==> src/rtl/uart_msg_streamer.sv <==
// Byte-serial message source: fixed text, optional live hex value and CR/LF,
// sent one-shot on start or free-running with an idle gap between messages.
module uart_msg_streamer #(
    parameter int                     MSG_LEN    = 5,
    parameter logic [8*MSG_LEN-1:0]   MSG        = "Hello",
    parameter int                     HEX_DIGITS = 0,
    parameter int                     ADD_CRLF   = 1,
    parameter int                     GAP_CYCLES = 1000
) (
    input  logic        clk,
    input  logic        rst,
    input  logic        start,
    input  logic        repeat_en,
    input  logic [31:0] value,
    output logic        tx_valid,
    output logic [7:0]  tx_data,
    input  logic        tx_ready,
    output logic        busy,
    output logic        done,
    output logic [15:0] msg_count
);

    localparam int L     = MSG_LEN + HEX_DIGITS + 2 * ADD_CRLF;
    localparam int IDX_W = (L > 1) ? $clog2(L) : 1;
    localparam int GAP_W = (GAP_CYCLES > 1) ? $clog2(GAP_CYCLES) : 1;
    localparam logic [IDX_W-1:0] LAST_IDX = IDX_W'(L - 1);
    localparam logic [GAP_W-1:0] GAP_LAST = GAP_W'(GAP_CYCLES - 1);

    typedef enum logic [1:0] {IDLE, SEND, GAP} state_t;

    state_t            state_q, state_n;
    logic [IDX_W-1:0]  idx_q, idx_n, idx_inc;
    logic [GAP_W-1:0]  gap_q, gap_n;
    logic [31:0]       value_q, value_n;
    logic              valid_n, done_n;
    logic [7:0]        data_n;
    logic [15:0]       count_n;

    function automatic logic [7:0] hex_ascii(input logic [3:0] n);
        return (n < 4'd10) ? (8'h30 + {4'h0, n}) : (8'h37 + {4'h0, n});
    endfunction

    // Text first (MSB byte = first character), then hex nibbles MSN first, then CR, LF.
    function automatic logic [7:0] msg_byte(input logic [IDX_W-1:0] i, input logic [31:0] v);
        int         ii;
        int         nib_pos;
        logic [3:0] nib;
        ii = int'(i);
        if (ii < MSG_LEN)
            return MSG[8*(MSG_LEN-1-ii) +: 8];
        if (ii < MSG_LEN + HEX_DIGITS) begin
            nib_pos = HEX_DIGITS - 1 - (ii - MSG_LEN);
            nib     = 4'(v >> (4 * nib_pos));
            return hex_ascii(nib);
        end
        if (ii == MSG_LEN + HEX_DIGITS)
            return 8'h0D;
        return 8'h0A;
    endfunction

    assign idx_inc = idx_q + 1'b1;

    always_comb begin
        state_n = state_q;
        idx_n   = idx_q;
        gap_n   = gap_q;
        value_n = value_q;
        valid_n = tx_valid;
        data_n  = tx_data;
        done_n  = 1'b0;
        count_n = msg_count;
        case (state_q)
            IDLE: begin
                valid_n = 1'b0;
                if (start || repeat_en) begin
                    state_n = SEND;
                    value_n = value;
                    idx_n   = '0;
                    valid_n = 1'b1;
                    data_n  = msg_byte('0, value);
                end
            end
            SEND: begin
                if (tx_ready) begin
                    if (idx_q == LAST_IDX) begin
                        done_n  = 1'b1;
                        count_n = msg_count + 16'd1;
                        valid_n = 1'b0;
                        gap_n   = '0;
                        state_n = repeat_en ? GAP : IDLE;
                    end else begin
                        idx_n  = idx_inc;
                        data_n = msg_byte(idx_inc, value_q);
                    end
                end
            end
            GAP: begin
                valid_n = 1'b0;
                if (gap_q == GAP_LAST) begin
                    if (repeat_en) begin
                        state_n = SEND;
                        value_n = value;
                        idx_n   = '0;
                        valid_n = 1'b1;
                        data_n  = msg_byte('0, value);
                    end else begin
                        state_n = IDLE;
                    end
                end else begin
                    gap_n = gap_q + 1'b1;
                end
            end
            default: begin
                state_n = IDLE;
                valid_n = 1'b0;
            end
        endcase
    end

    always_ff @(posedge clk) begin
        if (rst) begin
            state_q   <= IDLE;
            idx_q     <= '0;
            gap_q     <= '0;
            value_q   <= '0;
            tx_valid  <= 1'b0;
            tx_data   <= 8'h00;
            busy      <= 1'b0;
            done      <= 1'b0;
            msg_count <= 16'd0;
        end else begin
            state_q   <= state_n;
            idx_q     <= idx_n;
            gap_q     <= gap_n;
            value_q   <= value_n;
            tx_valid  <= valid_n;
            tx_data   <= data_n;
            busy      <= (state_n != IDLE);
            done      <= done_n;
            msg_count <= count_n;
        end
    end

endmodule

==> config.mk <==
export PLATFORM = sky130hd
export DESIGN_NAME = uart_msg_streamer
export DESIGN_NICKNAME = d
export VERILOG_FILES = /design/src/rtl/uart_msg_streamer.sv
export SDC_FILE = /design/constraint.sdc
export NUM_CORES = 1
export LEC_CHECK = 0
export CORE_MARGIN = 2
export CORE_UTILIZATION = 51
export CTS_BUF_LIST = sky130_fd_sc_hd__clkbuf_4 sky130_fd_sc_hd__clkbuf_8
export CTS_CLUSTER_SIZE = 8
export DETAILED_ROUTE_END_ITERATION = 12
export PLACE_DENSITY = 0.89
export SETUP_SLACK_MARGIN = 0.02
export SYNTH_ARGS = -nofsm -noshare
export SYNTH_HDL_FRONTEND = slang
export SYNTH_SLANG_ARGS = --single-unit
export TNS_END_PERCENT = 1
==> constraint.sdc <==
create_clock -name clk -period 3.45 [get_ports clk]
set_input_delay 0.69 -clock clk [delete_from_list [all_inputs] [get_ports clk]]
set_output_delay 0.69 -clock clk [all_outputs]
set_load 0.02 [all_outputs]
== Yosys cells after proc, flatten, opt, wreduce, memory -nomap -nowiden ==
Index checks and enable logic that the tools add are counted.
W data, S select, Z words.

* Input port bits: 37
* Output and inout bits: 27
* Register bits: 74
* Word-level logic and storage cells: 122

* Shift-type cells: 2
* Equal/unequal tests: 12
* $add $sub $neg: 10
* Bitwise gates (word level): 2
* Reduce and logical (&&, ||, !) cells: 12
* Multiplexer cells: 72
* $lt $le $gt $ge: 3

{| class="wikitable"
|+ Operators with widths
! operator !! count
|-
| $mux W32 || 3
|-
| $mux W8 || 11
|-
| $pmux W32 S2 || 1
|-
| $mux W7 || 6
|-
| $shiftx A40 B7 Y8 const A || 1
|-
| $mux W1 || 33
|-
| $shr A32 B32 Y4 || 1
|-
| $mux W10 || 3
|-
| $add A6 B4 Y7 const A || 4
|-
| $pmux W8 S3 || 1
|-
| $pmux W10 S2 || 1
|-
| $add A16 B1 Y16 const B || 1
|-
| $mux W3 || 5
|-
| $ne A2 B2 Y1 const B || 7
|-
| $add A10 B1 Y10 const B || 1
|-
| $eq A10 B10 Y1 const B || 1
|-
| $mux W2 || 5
|-
| $pmux W3 S3 || 1
|-
| $lt A4 B4 Y1 const B || 2
|-
| $reduce_and A4 Y1 || 2
|-
| $eq A3 B3 Y1 const B || 2
|-
| $pmux W2 S3 || 1
|-
| $reduce_and A6 Y1 || 1
|-
| $reduce_bool A2 Y1 || 3
|-
| other kinds (15) || 16
|}

== Logic depth before layout (Yosys ltp) ==
* Depth in word-level cells: 21
* Mapped depth: 8
* Mapped depth without buffers: 8

== Worst setup path before layout ==
OpenSTA, ideal clock, no wires.

* Path kind: flip-flop to flip-flop
* From: register idx_q[0]
* To: register tx_data[5]
* Arrival time: 1.923 ns
* Data required time: 3.376 ns
* Cell stages (with the launch flop): 9
* Period minus slack after synthesis: 1.997 ns
* Buffers on the path: 0
* Setup time: 0.074 ns
* Path slack: 1.453 ns
* Cell sequence: dfxtp_1 > ha_1 > ha_1 > inv_1 > ha_1 > nand2b_1 > a311o_1 > or2_0 > a31oi_1

* Longest elaborated chain between the ends: 14
* Elaborated cells on any way between the ends: 38
* Those cells by class: 6 x add/sub; 2 x order compare; 3 x eq/ne; 2 x shift; 24 x mux; 1 x reduce/logical

{| class="wikitable"
|+ Ends and longest elaborated chain
! what !! RTL line !! text
|-
| start: declaration || 32 || <nowiki>logic [IDX_W-1:0] idx_q, idx_n, idx_inc;</nowiki>
|-
| start signal: assignment || 133 || <nowiki>idx_q <= idx_n;</nowiki>
|-
| $add A3 B1 Y3 || 61 || <nowiki>assign idx_inc = idx_q + 1'b1;</nowiki>
|-
| $sub A3 B3 Y4 / $eq A3 B3 Y1 (equally long branches) || 52, 56 ||
|-
| $sub A1 B4 Y5 / $mux W1 (equally long branches) || 52, 56 ||
|-
| $shr A32 B32 Y4 / $mux W1 (equally long branches) || 53, 56 ||
|-
| $add A6 B4 Y7, or another cell as far along || 40 || <nowiki>return (n < 4'd10) ? (8'h30 + {4'h0, n}) : (8'h37 + {4'h0, n});</nowiki>
|-
| $mux W7 / $mux W1 (equally long branches) || 40, 85 ||
|-
| $mux W8 / $mux W1 (equally long branches) || 51, 84 ||
|-
| $mux W8 / $mux W1 (equally long branches) || 56, 72 ||
|-
| $mux W8 || 58 || <nowiki>return 8'h0A;</nowiki>
|-
| $mux W8 || 56 || <nowiki>if (ii == MSG_LEN + HEX_DIGITS)</nowiki>
|-
| $mux W8 || 51 || <nowiki>if (ii < MSG_LEN + HEX_DIGITS) begin</nowiki>
|-
| $mux W8 || 85 || <nowiki>if (idx_q == LAST_IDX) begin</nowiki>
|-
| $mux W8 || 84 || <nowiki>if (tx_ready) begin</nowiki>
|-
| $pmux W8 S3 || 72 || <nowiki>case (state_q)</nowiki>
|-
| end signal: assignment || 137 || <nowiki>tx_data <= data_n;</nowiki>
|-
| end: declaration || 16 || <nowiki>output logic [7:0] tx_data,</nowiki>
|}

Several ways; a longest one is shown, not always the timed one. The select of a mux whose other input is x is not followed.
A chain may end at the register's enable or synchronous reset.

== Worst setup path after layout ==
* From: input tx_ready
* To: register msg_count[11]

* Longest elaborated chain between the ends: 1

{| class="wikitable"
|+ Ends and longest elaborated chain
! what !! RTL line !! text
|-
| start: declaration || 17 || <nowiki>input logic tx_ready,</nowiki>
|-
| $reduce_and A3 Y1 (no source line) || - ||
|-
| end signal: assignment || 140 || <nowiki>msg_count <= count_n;</nowiki>
|-
| end: declaration || 20 || <nowiki>output logic [15:0] msg_count</nowiki>
|}

No other way between the ends.

==> flow_metrics.py <==
metrics = {
    "status": {
        "run_status": "finished, final reports clean",
    },
    "logic_synthesis": {
        "yosysWarnings": 0,
        "synth_common_cells": "dfxtp_1 (40), nand2_1 (21), a21oi_1 (20)",
        "yosysSeqAreaShare_pct": 39.7,
        "async_flop_share_pct": 0,
        "synthDistinctLibCells": 49,
        "synth_area_leader_cell": "dfxtp_1",
        "synth-seq-cells": 40,
        "yosysTopAreaCellShare_pct": 39.7,
        "syn_area_per_cell_sq_um": 8.47,
        "synthCells": 238,
        "synth_edf_count": 0,
        "ys.flop_type": "dfxtp_1",
        "synth.most_common_cell": "dfxtp_1",
        "syn-cell-area_sq_um": 2020,
        "synthTopCellsByArea": "dfxtp_1 (40%), a21oi_1 (5.0%), ha_1 (5.0%)",
    },
    "critical_path": {
        "rr_endpoint": "tx_data[5]",
        "critPathMaxStageDelay_ns": 0.57,
        "r2r_slack_ns": 1.28,
        "critical_path_class": "input pin to flip-flop",
        "r2r_cells": 8,
        "rr_startpoint": "idx_q[0]",
        "cp-start-kind": "input pin",
        "crit_slowest_cell": "clkdlybuf4s50_1",
        "cp.arrival_ns": 2.57,
        "crit_path_cell_trace": "clkdlybuf4s50_1 > nand3_2 > or3_4 > or4_1 > a21oi_1",
        "cp-end-kind": "flip-flop",
        "critPathRequiredTime_ns": 3.67,
        "cp_max_fo": 11,
    },
    "die": {
        "dieArea_sq_um": 4470,
        "core_sq_um": 3740,
        "start_util_pct": 53.9,
        "core.rowCount": 22,
        "die_y_um": 66.9,
        "die_x_um": 66.9,
        "ios": 64,
    },
    "power_and_ir_drop": {
        "clkPwrFrac_pct": 32.9,
        "comb_power_share_pct": 9.0,
        "peakVddDrop_v": 0.000246,
        "p_leak_nw": 0.811,
        "p_sw_share_pct": 23.3,
        "seq_power_share_pct": 58.2,
        "p_int_uw": 632,
        "power.density_nw_per_um2": 344,
        "p_switching_uw": 192,
    },
    "sta": {
        "finalMaxSlewViolations": 0,
        "setup_tns_ns": 0,
        "tightest_slew_ns": 0.718,
        "whs_ns": 0.472,
        "fin_skew_ns": 0.00820,
        "period_minus_slack_ns": 2.35,
        "grt_setup_unrepaired": "no",
        "max_freq_mhz": 425,
        "max_slew_margin_pct": 52.0,
        "finalHoldViolCount": 0,
        "period_share_pct": 68.2,
        "setup_viol": 0,
    },
    "detailed_routing": {
        "drt_pre_antenna_iters": 4,
        "finalWirelength_um": 4160,
        "route.vias.total": 1840,
        "drc": 0,
        "wl_per_cell_um": 13.3,
        "viasPerCell": 5.90,
        "drtIter0Drc": 208,
        "ant_nets": 0,
    },
    "clock_network": {
        "clk_pin_slew_ns": 0.07,
        "cts-root-buf": "clkbuf_8",
        "cts_resized": 0,
        "numCtsBuffers": 5,
        "insertion_delay_ns": 0.29,
        "htreeDepth": 2,
        "clock_sinks": 40,
        "cts_hold_buf": 0,
        "cts_tree": "built",
        "clk_path_buf_depth": 2,
        "cts_setup_buffers": 0,
    },
    "placed_design": {
        "dp.final_hpwl_um": 3010,
        "io_buffers": 29,
        "routabilityCongestion": 0.813,
    },
    "global_route": {
        "grt_pass1_wl_um": 7180,
        "grt_usage_pct": 20.7,
        "grt_pass1_vias": 1689,
        "antenna_found_initial": 0,
        "grt_start_max_net_pins": 19,
        "overflow": 0,
    },
    "layout": {
        "final_nets": 311,
        "antennaDiodeCount": 0,
        "drive_above_1_share_pct": 4.92,
        "area_delta_synth_final_pct": 18.9,
    },
    "flow_run": {
        "cap_violations": 0,
    },
    "min_path": {
        "min_path_cells": 1,
        "min_path_type": "flip-flop to flip-flop",
        "whs_endpoint": "tx_data[6]",
        "min_from": "tx_data[6]",
    },
}
[power by group through the flow]
stage	sequential, mW	combinational [mW]	clock, mW
after detailed placement	0.489	0.0736	0
after CTS	0.479	0.0740	0.283
after global routing	0.480	0.0811	0.298
after floorplan	0.497	0.0395	0
final	0.479	0.0739	0.271
after global placement	0.489	0.0729	0
[cells in the final DEF, fill, tap and decap left out, types with 5 or more instances in the layout]
cell	n
nand3_1	16
clkbuf_8	5
or4_1	6
a21oi_1	20
dfxtp_1	40
xor2_1	5
nor2_1	15
o31ai_1	7
nand2_1	21
ha_1	8
clkdlybuf4s50_1	29
nand4_1	8
or3_1	7
inv_1	7
o21ai_0	8
a31oi_1	7
[final cells by class]
type	instances	area, sq um
Fill cell	342	1350
Tap cell	48	60.1
Multi-Input combinational cell	181	1140
Clock buffer	5	68.8
Sequential cell	40	801
Timing Repair Buffer	31	305
Inverter	7	26.3
[flip-flops by register name (all words and copies together) (netlist names)]
| signal | count |
|---|---|
| state_q | 2 |
| msg_count | 16 |
| gap_q | 10 |
| idx_q | 3 |
| done | 1 |
| tx_data | 6 |
| busy | 1 |
| tx_valid | 1 |
[layer usage]
layer  vias up  part of all wire (%)  global-route usage [%]
li1        921                     -                       -
met1       870                    46                    24.5
met2        43                    49                    35.8
met3         6                   4.3                    5.74
met4         0                  0.94                    6.89
met5         -                     0                       0
[stage by stage]
stage / cells / power, mW / instance area, sq um / utilization [%] / worst slack, ns
after global routing: 312 / 0.859 / 2400 / 64.0 / 1.00
final: 312 / 0.824 / 2400 / 64.0 / 1.10
after CTS: 312 / 0.836 / 2400 / 64.0 / 1.12
after detailed placement: 307 / 0.563 / 2330 / 62.2 / 0.821
after floorplan: 239 / 0.536 / 2020 / - / 1.45
after global placement: 307 / 0.562 / 2330 / 62.2 / 0.858
[worst max-delay path, delay by kind of cell]
kind,cells,cell delay [ns]
AOI/OAI and AO/OA,1,0.16
and+or+nand+nor,3,1.15
buffers and inverters,1,0.57
[logic make-up after synthesis]
| group | count (synthesis) | synth area share [%] |
|---|---|---|
| simple gates | 103 | 28.5 |
| mux | 1 | 0.496 |
| fa+ha+maj | 8 | 4.96 |
| xor+xnor | 8 | 3.47 |
| compound gates | 59 | 18.5 |
| buf+inv | 18 | 4.16 |
| other cells | 1 | 0.186 |
| flops | 40 | 39.7 |
[worst max-delay path by stage]
stage	startpoint	endpoint	slack, ns	cells after the start
global placement	tx_ready	msg_count[15]	0.86	5
detailed placement	tx_ready	msg_count[11]	0.82	5
finish	tx_ready	msg_count[11]	1.10	5
floorplan	idx_q[0]	tx_data[5]	1.45	8
global route	tx_ready	msg_count[11]	1.00	5
CTS	tx_ready	msg_count[11]	1.12	5
Note: power is estimated with default switching activity, not from simulation.
